**src/rtl/flash_verify_seq.sv**
```systemverilog
// flash_verify_seq: erase / program / read-back self test on the flash op port.
// Define FLASH_SEQ_ERR_CAPTURE_EN to add first-mismatch capture outputs.
module flash_verify_seq #(
   parameter logic [7:0] SEED        = 8'hA5,
   parameter int         TIMEOUT_CYC = 50_000_000
) (
   input  logic        i_clk,
   input  logic        i_rst,
   input  logic        i_start,
   input  logic [23:0] i_base_addr,
   input  logic [8:0]  i_len,
   output logic        o_busy,
   output logic        o_done,
   output logic        o_pass,
   output logic [8:0]  o_err_cnt,
   output logic [1:0]  o_op_type,
   output logic [23:0] o_op_addr,
   output logic [8:0]  o_op_num,
   output logic        o_op_valid,
   input  logic        i_op_ready,
   output logic [7:0]  o_write_data,
   output logic        o_write_sop,
   output logic        o_write_eop,
   output logic        o_write_valid,
   input  logic [7:0]  i_read_data,
   input  logic        i_read_sop,
   input  logic        i_read_eop,
   input  logic        i_read_valid
`ifdef FLASH_SEQ_ERR_CAPTURE_EN
   ,
   output logic [23:0] o_err_addr,
   output logic [7:0]  o_err_exp,
   output logic [7:0]  o_err_got
`endif
);

   localparam int TW = $clog2(TIMEOUT_CYC + 1);

   typedef enum logic [3:0] {
      S_IDLE,
      S_ERASE_REQ,
      S_ERASE_WAIT,
      S_PROG_REQ,
      S_PROG_DATA,
      S_PROG_WAIT,
      S_READ_REQ,
      S_READ_DATA,
      S_DONE
   } state_t;

   state_t        state;
   state_t        state_n;
   logic [23:0]   base;
   logic [8:0]    len;
   logic [8:0]    wr_idx;
   logic [8:0]    rd_cnt;
   logic [TW-1:0] tcnt;
   logic          seen_low;
   logic          range_ok;
   logic          tmo;
   logic          accept;
   logic          take;
   logic          mis;
   logic          pass_n;
   logic [7:0]    exp_byte;
   logic [9:0]    rcv;
   logic [10:0]   sum;
   logic [8:0]    err_n;
   logic          unused_ok;

   // start sop is implied by the byte counter; the input is informational
   assign unused_ok = i_read_sop;

   assign range_ok = (i_len != 9'd0) && (i_len <= 9'd256) &&
                     (({2'b00, i_base_addr[7:0]} + {1'b0, i_len}) <= 10'd256);
   assign tmo      = (tcnt == TW'(TIMEOUT_CYC - 1));
   assign accept   = o_op_valid && i_op_ready;
   assign take     = (state == S_READ_DATA) && i_read_valid && !tmo;

   // error count for the byte being taken, including shortfall on early eop
   always_comb begin
      exp_byte = SEED + rd_cnt[7:0];
      mis      = (i_read_data != exp_byte);
      rcv      = {1'b0, rd_cnt} + 10'd1;
      sum      = {2'b00, o_err_cnt} + {10'd0, mis};
      if (i_read_eop && (rcv < {1'b0, len}))
         sum = sum + {1'b0, ({1'b0, len} - rcv)};
      err_n    = (sum > 11'd511) ? 9'd511 : sum[8:0];
   end

   always_ff @(posedge i_clk) begin
      if (i_rst) state <= S_IDLE;
      else       state <= state_n;
   end

   always_comb begin
      state_n       = state;
      pass_n        = 1'b0;
      o_busy        = 1'b1;
      o_done        = 1'b0;
      o_op_valid    = 1'b0;
      o_op_type     = 2'd0;
      o_op_addr     = 24'd0;
      o_op_num      = 9'd0;
      o_write_valid = 1'b0;
      o_write_data  = 8'd0;
      o_write_sop   = 1'b0;
      o_write_eop   = 1'b0;
      unique case (state)
         S_IDLE: begin
            o_busy = 1'b0;
            if (i_start) state_n = range_ok ? S_ERASE_REQ : S_DONE;
         end
         S_ERASE_REQ: begin
            o_op_valid = !tmo;
            o_op_type  = 2'd0;
            o_op_addr  = {base[23:12], 12'h000};
            if (tmo)             state_n = S_DONE;
            else if (i_op_ready) state_n = S_ERASE_WAIT;
         end
         S_ERASE_WAIT: begin
            if (tmo)                          state_n = S_DONE;
            else if (seen_low && i_op_ready)  state_n = S_PROG_REQ;
         end
         S_PROG_REQ: begin
            o_op_valid = !tmo;
            o_op_type  = 2'd1;
            o_op_addr  = base;
            o_op_num   = len;
            if (tmo)             state_n = S_DONE;
            else if (i_op_ready) state_n = S_PROG_DATA;
         end
         S_PROG_DATA: begin
            o_write_valid = 1'b1;
            o_write_data  = SEED + wr_idx[7:0];
            o_write_sop   = (wr_idx == 9'd0);
            o_write_eop   = (wr_idx == len - 9'd1);
            if (wr_idx == len - 9'd1) state_n = S_PROG_WAIT;
         end
         S_PROG_WAIT: begin
            if (tmo)                          state_n = S_DONE;
            else if (seen_low && i_op_ready)  state_n = S_READ_REQ;
         end
         S_READ_REQ: begin
            o_op_valid = !tmo;
            o_op_type  = 2'd2;
            o_op_addr  = base;
            o_op_num   = len;
            if (tmo)             state_n = S_DONE;
            else if (i_op_ready) state_n = S_READ_DATA;
         end
         S_READ_DATA: begin
            if (tmo) state_n = S_DONE;
            else if (i_read_valid && i_read_eop) begin
               state_n = S_DONE;
               pass_n  = (err_n == 9'd0);
            end
         end
         S_DONE: begin
            o_busy  = 1'b0;
            o_done  = 1'b1;
            state_n = S_IDLE;
         end
         default: state_n = S_IDLE;
      endcase
   end

   always_ff @(posedge i_clk) begin
      if (i_rst) begin
         base      <= '0;
         len       <= '0;
         wr_idx    <= '0;
         rd_cnt    <= '0;
         tcnt      <= '0;
         seen_low  <= 1'b0;
         o_err_cnt <= '0;
         o_pass    <= 1'b0;
      end else begin
         tcnt <= (state_n != state) ? '0 : tcnt + 1'b1;
         if (state == S_IDLE && i_start) begin
            base      <= i_base_addr;
            len       <= i_len;
            o_err_cnt <= '0;
            o_pass    <= 1'b0;
         end
         // controller must go busy then idle again after each accept
         if (accept)           seen_low <= 1'b0;
         else if (!i_op_ready) seen_low <= 1'b1;
         wr_idx <= (state == S_PROG_DATA) ? wr_idx + 9'd1 : 9'd0;
         if (state != S_READ_DATA) rd_cnt <= '0;
         else if (take) begin
            o_err_cnt <= err_n;
            if (rd_cnt != 9'd511) rd_cnt <= rd_cnt + 9'd1;
         end
         if (state_n == S_DONE && state != S_DONE) o_pass <= pass_n;
      end
   end

`ifdef FLASH_SEQ_ERR_CAPTURE_EN
   logic cap_done;

   always_ff @(posedge i_clk) begin
      if (i_rst) begin
         cap_done   <= 1'b0;
         o_err_addr <= '0;
         o_err_exp  <= '0;
         o_err_got  <= '0;
      end else if (state == S_IDLE && i_start) begin
         cap_done   <= 1'b0;
         o_err_addr <= '0;
         o_err_exp  <= '0;
         o_err_got  <= '0;
      end else if (take && mis && !cap_done) begin
         cap_done   <= 1'b1;
         o_err_addr <= base + {15'd0, rd_cnt};
         o_err_exp  <= exp_byte;
         o_err_got  <= i_read_data;
      end
   end
`endif

endmodule

```
**config.mk**
```make
export PLATFORM = sky130hd
export DESIGN_NAME = flash_verify_seq
export DESIGN_NICKNAME = d
export VERILOG_FILES = /design/src/rtl/flash_verify_seq.sv
export SDC_FILE = /design/constraint.sdc
export NUM_CORES = 1
export LEC_CHECK = 0
export ABC_AREA = 1
export BUFFER_PORTS_ARGS = -buffer_cell sky130_fd_sc_hd__clkbuf_2
export CAP_MARGIN = 20
export CORE_ASPECT_RATIO = 1.5
export CORE_MARGIN = 2
export CORE_UTILIZATION = 52
export DETAILED_ROUTE_END_ITERATION = 10
export HOLD_SLACK_MARGIN = 0.03
export PLACE_DENSITY = 0.78
export SYNTH_ARGS = -nofsm -noshare
export SYNTH_HDL_FRONTEND = slang
export SYNTH_SLANG_ARGS = --single-unit
```
**constraint.sdc**
```tcl
create_clock -name i_clk -period 3.9 [get_ports i_clk]
set_clock_uncertainty 0.05 [all_clocks]
set_input_delay 0.585 -clock i_clk [delete_from_list [all_inputs] [get_ports i_clk]]
set_output_delay 0.585 -clock i_clk [all_outputs]
set_load 0.05 [all_outputs]
```
# Word level (Yosys, flattened, before mapping)
# Cells that the tools add are included.
# op_classes
n_addsub,11
mul,0
div_mod_pow,0
order_cmp,4
n_eq_ne,16
shift,0
muxes,36
bitwise_logic,1
n_reduce_logical,24
# op_table
op,count
$mux 4,15
$pmux 24 s2,1
$mux 9,5
$pmux 4 s8,1
$add 26x1->26 const B,1
$eq 26x26->1 const B,1
$add 9x1->9 const B,2
$logic_not 9->1,2
$add 8x8->8 const A,2
$eq 4x3->1 const B,4
$reduce_or 2->1,6
$add 10x10->11,1
$gt 11x9->1 const B,1
$mux 1,11
$mux 11,1
$add 8x9->10,1
$add 9x1->10,1
$add 9x1->10 const B,1
$le 10x9->1 const B,1
$logic_and 1x1->1,10
$lt 10x9->1,1
$sub 9x10->10,1
$eq 9x9->1,1
$le 9x9->1 const B,1
other kinds (18),20
# totals
register_bits,92
latch_bits,0
ramBits,0
rom_bits,0
out_inout_bits,59
elab_cells,101
memories,0

# Depth between registers and ports, before layout
# Gate-level depths: netlist of run 1.
# logic_depth
word_depth,12
mapped_depth,32
mapped_depth_nobuf,32

# Worst setup path after synthesis of run 1
# No wires, ideal clock.
# synth_path
kind,register to register
startpoint,reg rd_cnt[0]
endpoint,reg o_err_cnt[8]
arrival_time_ps,3499
path_slack_ps,235
path_stages_with_launch,31
path_buffers,0
period_less_slack_ps,3665
path_cell_list,dfxtp_1 > ha_1 > nand2_1 > inv_1 > nor2_1 > xnor2_1 > nor2_1 > o2111ai_1 > a21oi_1 > o2111ai_1 > ha_1 > ha_1 > nand2_1 > inv_1 > a21o_1 > nand2_1 > inv_1 > ha_1 > nand2_1 > a21oi_1 > nand3b_1 > nand2_1 > nand2_1 > nand4_1 > nand2_1 > nand2_1 > nand3_1 > nand2_2 > nand2_1 > o211ai_1 > inv_1
# synth_between
elab_chain_len,9
elab_cells_between_ends,13
# synth_rtl
element,line,rtl
start: declaration,56,logic [8:0] rd_cnt;
start signal: assignment,193,if (rd_cnt != 9'd511) rd_cnt <= rd_cnt + 9'd1;
$add 8x8->8,82,exp_byte = SEED + rd_cnt[7:0];
$ne 8x8->1,83,mis = (i_read_data != exp_byte);
$add 9x1->10,85,"sum = {2'b00, o_err_cnt} + {10'd0, mis};"
$add 10x10->11,87,"sum = sum + {1'b0, ({1'b0, len} - rcv)};"
$mux 11 (*),86,"if (i_read_eop && (rcv < {1'b0, len}))"
$gt 11x9->1,88,err_n = (sum > 11'd511) ? 9'd511 : sum[8:0];
$mux 9 (*),88,
$mux 9 (*),191,else if (take) begin
$mux 9 (*),190,if (state != S_READ_DATA) rd_cnt <= '0;
end signal: assignment,192,o_err_cnt <= err_n;
end: declaration,15,"output logic [8:0] o_err_cnt,"
# Mark *: on every way between the ends. The rest lies on a longest branch, timed or not.
# A chain may end at the register's enable or synchronous reset.

# Worst setup path in the final report of run 1
# layout_path
startpoint,reg rd_cnt[1]
endpoint,reg o_pass
# layout_between
elab_chain_len,12
elab_cells_between_ends,16
# layout_rtl
element,line,rtl
$add 8x8->8,82,
$ne 8x8->1,83,
$add 9x1->10,85,
$add 10x10->11,87,
$mux 11 (*),86,
$gt 11x9->1,88,
$mux 9 (*),88,
$logic_not 9->1 (*),156,pass_n = (err_n == 9'd0);
$mux 1 (*),154,else if (i_read_valid && i_read_eop) begin
$mux 1 (*),153,if (tmo) state_n = S_DONE;
$mux 1 (*),109,unique case (state)
$mux 1 (*),195,if (state_n == S_DONE && state != S_DONE) o_pass <= pass_n;
end signal: assignment,195,
end: declaration,14,"output logic o_pass,"
# Marked as above.

==> results of run 1 <==
==> area by class of cell <==
type                            instances  area, um2
Timing Repair Buffer                  136        778
Fill cell                            1142       4640
Tap cell                              159        199
Clock inverter                          7       87.6
Sequential cell                        92       1850
Multi-Input combinational cell        692       4440
Inverter                              164        617
Clock buffer                            9        225
==> power by group <==
part	leakage [nW]	internal (mW)	switching [mW]
clock	0.155	0.514	0.421
sequential	0.751	0.983	0.0271
combinational	2.78	0.327	0.504
total	3.68	1.82	0.952
==> layer usage <==
metal / GRT usage / wire (um) / part of all wire / vias to the layer above
met1: 0.264 / 6770 / 0.40 / 3036
met2: 0.460 / 9110 / 0.53 / 192
met3: 0.0248 / 701 / 0.041 / 40
met5: 0 / 0 / 0 / -
li1: - / - / - / 3347
met4: 0.115 / 523 / 0.031 / 0
==> kinds of logic after synthesis <==
group / Yosys count
AND/OR/NAND/NOR: 402
buffers and inverters: 186
AO/OA/AOI/OAI: 178
flip-flops: 92
XOR/XNOR: 74
adder cells (fa/ha/maj): 38
==> sequential cells by signal, summed over array words and instances, names as in the netlist <==
| register | flops |
|---|---|
| base | 24 |
| len | 9 |
| o_err_cnt | 9 |
| o_pass | 1 |
| rd_cnt | 9 |
| seen_low | 1 |
| state | 4 |
| tcnt | 26 |
| wr_idx | 9 |
==> repair_timing <==
item                       4_1_cts  5_1_grt
pin swaps                       16       23
resized for setup               26       36
setup endpoints to repair       10       10
setup buffers                    5        1
cloned                           0        0
==> through the flow <==
step	setup WS [ps]	utilization
2_1_floorplan	235	-
3_3_place_gp	-121	0.590
3_5_place_dp	-232	0.590
4_1_cts	0.504	0.625
5_1_grt	-400	0.638
6_report	-69.6	0.638
==> worst min-delay path: stages (launching register included) <==
cell and delay [ps]:
dfxtp_1 300, inv_1 60, a21oi_1 50
==> cells in the mapped netlist, types with 2 or more instances <==
| cell type | number | area share |
|---|---|---|
| inv_2 | 20 | 0.011 |
| nand2_4 | 4 | 0.0067 |
| nor2_2 | 11 | 0.010 |
| nor2_4 | 28 | 0.047 |
| a31oi_1 | 3 | 0.0028 |
| o21ai_1 | 6 | 0.0044 |
| nand2_2 | 14 | 0.013 |
| nand3b_1 | 3 | 0.0033 |
| nor4_2 | 2 | 0.0037 |
| nor3_4 | 2 | 0.0048 |
| a211oi_1 | 2 | 0.0022 |
| o21ai_2 | 4 | 0.0052 |
| ha_1 | 35 | 0.065 |
| a21oi_2 | 2 | 0.0026 |
| or2_0 | 2 | 0.0018 |
| nand3_1 | 47 | 0.035 |
| nand2_1 | 149 | 0.083 |
| xor2_1 | 49 | 0.063 |
| fa_1 | 3 | 0.0089 |
| o2111ai_1 | 4 | 0.0052 |
| clkbuf_1 | 16 | 0.0089 |
| buf_12 | 2 | 0.0059 |
| o211ai_1 | 2 | 0.0022 |
| xnor2_1 | 25 | 0.032 |
| nor4_1 | 6 | 0.0055 |
| a21boi_0 | 2 | 0.0022 |
| nor3_2 | 5 | 0.0074 |
| nor3_1 | 15 | 0.011 |
| a21oi_1 | 91 | 0.067 |
| clkinv_1 | 2 | 0.0011 |
| nand3_2 | 3 | 0.0044 |
| nor2_1 | 98 | 0.054 |
| nand4_2 | 2 | 0.0037 |
| buf_6 | 2 | 0.0033 |
| dfxtp_1 | 92 | 0.27 |
| inv_1 | 141 | 0.078 |
| o21ai_0 | 58 | 0.043 |
| nand4_1 | 8 | 0.0074 |
==> worst paths after layout <==
check                  end  startpoint  slack [ps]  depth (start not counted)
setup / recovery    o_pass   rd_cnt[1]         -70                         27
hold / removal    base[12]    base[12]         400                          2
setup reg to reg    o_pass   rd_cnt[1]         -70                         27
hold reg to reg   base[12]    base[12]         400                          2
==> metrics.cfg, run 1 <==
[worst_setup_path]
crit_arrival_ps=4210
slowest_delay_ps=350
worstPathBufferInverterCount=1
crit_fanout=4
crit_top_cell=nand2_1
worstSetupStartpointType=flop
crit_family=simple AND/OR/NAND/NOR gates
required_ps=4140
crit_type=flop to flop
cp-end-kind=flop
crit_path_top_delay_cell=dfxtp_4

[drt]
antenna_left=0
dr.pass1.iters=5
vias=6615
wl_per_cell_um=13.6
drt_iter0_markers=338
vias_per_cell=5.25
wl_um=17100
drc_errors=0

[yosys]
synth_top_family_by_area=simple AND/OR/NAND/NOR gates
syn-num-nets=1056
synth_area_mm2=0.00677
yosys.area_share.simple=0.306
muxShareOfSynthArea=0
async_flop_share=0
synth_warnings=0
synthXorXnorAreaFrac=0.0958
synth_compound_area_frac=0.142
netlist_instances=970
synth_cell_type_count=48
synth_edf_count=0
seq_area_frac_synth=0.272
synth_area_per_cell_um2=6.98
synthFlopType=dfxtp_1
synthAdderAreaFrac=0.0736
synth_seq_cells=92

[clock_network]
cts_made_buffers=9
cts_root_buf=clkbuf_16
cts_sinks=92
hold_buffers=0
clkLatencyLatePin_ps=360
htree_levels=3
clockBufferDepth=2
cts_tree=yes
cts.clk_slew.worst_paths_ps=80

[cells_and_area]
drive_above_1_share=0.272
layout_common_cells=141 x nand2_1, 137 x inv_1, 105 x clkbuf_2
mostFrequentLayoutCell=nand2_1
area_delta_synth_final_pct=21.0
stdcell_count=1259
fin_nets=1181
design_area_mm2=0.00819
antenna_cells=0

[placement]
place.port_buffers=105
dpl_cell_area_mm2=0.00756
dp_hpwl_um=12700
dp.cells=1237
globalplace.congestion=0.885

[timing]
fin_crit_sh=1.02
slew_viol_final=0
finalSetupViolCount=2
tightest_slew_ps=896
setup-tns-final_ps=-113
hold_viol_final=0
fin_crit_ps=3970
worst_slack_ps=-69.6
clock.fmax_mhz=252
rsz0062_at_grt=true
slew_headroom=0.402
hold_ws_ps=404

[global_route]
grt.overflow.total=0
track_usage=0.241
grt_pass1_wl_um=27900
grt_pass1_vias=6242
antenna_found_initial=0
grt_max_degree=76

[power_and_ir_drop]
p_leak_nw=3.68
total_power_mw=2.78
power_density_mw_per_mm2=339
ir_drop_mv=0.245

[die]
start_util=0.528
die_y_um=144
core-area_mm2=0.0128
die_w_um=97.2
rows=51
die_area_mm2=0.0140
ioPinCount=107

[job]
drv_cap=0

[outcome]
failed_checks=negative setup slack
status=finished with violations

[min_path]
worst_hold_path_type=flop to flop

Power figures use the tool's default switching activity.
==> inputs of run 2 (changes only) <==
==> constraint.sdc (replaced) <==
create_clock -name i_clk -period 3.9 [get_ports i_clk]
set_clock_uncertainty 0.05 [all_clocks]
set_input_delay 0.78 -clock i_clk [delete_from_list [all_inputs] [get_ports i_clk]]
set_output_delay 0.78 -clock i_clk [all_outputs]
set_load 0.05 [all_outputs]
==> run 2 against run 1 <==
Effect of this change: the flow still finishes with violations (negative setup slack); die area did not move; utilization is 0.50 points higher; clock power rose by 3.4%; sequential cell count did not move; cell area rose by 0.78%; register-to-register slack better by 50 ps; sequential share of layout area shrank 0.17 points; critical path depth grew 5; largest cell class unchanged; largest power group unchanged.
==> metrics.cfg, run 2 (synthesis gave the netlist of run 1 again) <==
[timing]
setup-tns-final_ps=-25.1  ; +87.9 ps
fin_crit_ps=3920  ; -52.6 ps
slew_viol_final=0  ; unchanged
fin_crit_sh=1.00  ; -0.0135
hold_ws_ps=401  ; -3.13 ps
slew_headroom=0.366  ; -0.0359
hold_viol_final=0  ; unchanged
finalSetupViolCount=2  ; unchanged
rsz0062_at_grt=true
clock.fmax_mhz=255  ; +1.3%
worst_slack_ps=-16.9  ; +52.6 ps
tightest_slew_ps=950  ; +53.7 ps

[worst_setup_path]
worstPathBufferInverterCount=5  ; +4
required_ps=4130  ; about the same
crit_fanout=7  ; +3
crit_type=flop to flop
crit_arrival_ps=4140  ; -70 ps
worstSetupStartpointType=flop
r2r_slack_ps=-20  ; +50 ps
cp-end-kind=flop
crit_family=simple AND/OR/NAND/NOR gates
slowest_delay_ps=390  ; +40 ps
crit_path_top_delay_cell=dfxtp_4

[cells_and_area]
layout_common_cells=139 x nand2_1, 137 x inv_1, 105 x clkbuf_2
regMostFlops=tcnt
largest_reg_flops=26  ; unchanged
area_delta_synth_final_pct=21.9
n_fill_cell=1124  ; -1.6%
design_area_mm2=0.00825  ; +0.78%
mostFrequentLayoutCell=nand2_1
fin_nets=1186  ; +0.42%
drive_above_1_share=0.276  ; +0.00420
antenna_cells=0  ; unchanged
reg_top3=tcnt (26), base (24)
fin_util=0.643  ; +0.00498

[drt]
vias_per_cell=5.21  ; -0.82%
wl_um=16900  ; -0.96%
antenna_left=0  ; unchanged
drt_iter0_markers=266  ; -21%
wl_per_cell_um=13.4  ; -1.4%
drc_errors=0  ; unchanged
vias=6587  ; -0.42%
dr.pass1.iters=5  ; unchanged

[die]
die_y_um=144  ; unchanged
rows=51  ; unchanged
core-area_mm2=0.0128  ; unchanged
die_area_mm2=0.0140  ; unchanged
start_util=0.528  ; unchanged
die_w_um=97.2  ; unchanged
ioPinCount=107  ; unchanged

[placement]
place.port_buffers=105  ; unchanged
dp_slack_ps=-432  ; -200 ps
dpl_cell_area_mm2=0.00765  ; +1.2%
dp_hpwl_um=12900  ; +2.0%
globalplace.congestion=0.918  ; +3.8%

[global_route]
grt.overflow.total=0  ; unchanged
antenna_found_initial=0  ; unchanged
grt_pass1_vias=6419  ; +2.8%
grt_pass1_wl_um=28100  ; +0.59%
track_usage=0.242  ; +0.00119
grt_max_degree=76  ; unchanged

[min_path]
worst_hold_path_type=flop to flop

[power_and_ir_drop]
switching_share=0.329  ; -0.0144
p_int_mw=1.88  ; +3.0%
p_leak_nw=3.71  ; +0.60%
ir_drop_mv=0.224  ; -8.4%
power_density_mw_per_mm2=339  ; about the same
clkPwrFrac=0.346  ; +0.009
p_comb_frac=0.293  ; -0.006
p_seq_frac=0.361  ; -0.003
netSwitchingPower_uw=919  ; -3.5%

[clock_network]
clkLatencyLatePin_ps=350  ; about the same
cts_root_buf=clkbuf_16
cts.clk_slew.worst_paths_ps=70  ; about the same
cts_made_buffers=9  ; unchanged
clockBufferDepth=2  ; unchanged
cts_sinks=92  ; unchanged
htree_levels=3  ; unchanged
cts_tree=yes

[outcome]
status=finished with violations
failed_checks=negative setup slack

[job]
drv_cap=0  ; unchanged

## run 2: changes by cell type in the layout (fill, tap and decap cells not counted), sizes merged
cell / delta
clkinv: +1
buf: +5
clkbuf: +1
inv: -3
bufinv: +1
## run 2: final cells by class
| cell class | count | area (um2) | share of cell area |
|---|---|---|---|
| multi-input cells | 692 | 4450 | 0.539 |
| flip-flops and latches | 92 | 1850 | 0.224 |
| repair buffers | 141 | 821 | 0.0995 |
| inverters | 164 | 617 | 0.0747 |
| clock buffers | 10 | 229 | 0.0277 |
| well taps | 159 | 199 | 0.0241 |
| clock inverters | 6 | 95.1 | 0.0115 |
## run 2: metal layers
metal,GRT usage,vias to the layer above,wire (um)
li1,-,3362,-
met1,0.260,3015,6740
met2,0.463,167,9130
met3,0.0326,43,586
met4,0.114,0,488
met5,0,-,0
## run 2: stage by stage
step	cells	power [mW]
4_1_cts	1263	2.76
3_5_place_dp	1247	1.78
5_1_grt	1264	2.95
6_report	1264	2.80
3_3_place_gp	1247	1.76
2_1_floorplan	970	1.58
## run 2: what timing repair did
item,4_1_cts,5_1_grt
gates resized for setup,26,38
pin swaps,13,33
hold buffers,0,0
buffers inserted,0,1
setup endpoints to repair,10,10
## run 2: worst register-to-register path: cells and delay by family (launching register included)
family	cells	cell delay, ps
AND/OR/NAND/NOR	17	1370
adder cells (fa/ha/maj)	4	850
AO/OA/AOI/OAI	5	680
flip-flops	1	390
buffers and inverters	5	370
XOR/XNOR	1	120
## run 2: final timing paths
check        startpoint      endpoint  cells past startpoint
min reg2reg    base[12]      base[12]                      2
max reg2reg   rd_cnt[1]  o_err_cnt[4]                     32
max           rd_cnt[1]  o_err_cnt[4]                     32
min            base[12]      base[12]                      2
## run 2: power groups by stage
stage / Sequential (mW) / Clock (mW) / Combinational [mW]
after floorplan: 1.03 / 0 / 0.552
after global placement: 1.03 / 0 / 0.733
after detailed placement: 1.03 / 0 / 0.749
after CTS: 1.01 / 0.987 / 0.764
after global routing: 1.01 / 1.02 / 0.911
final: 1.01 / 0.968 / 0.819
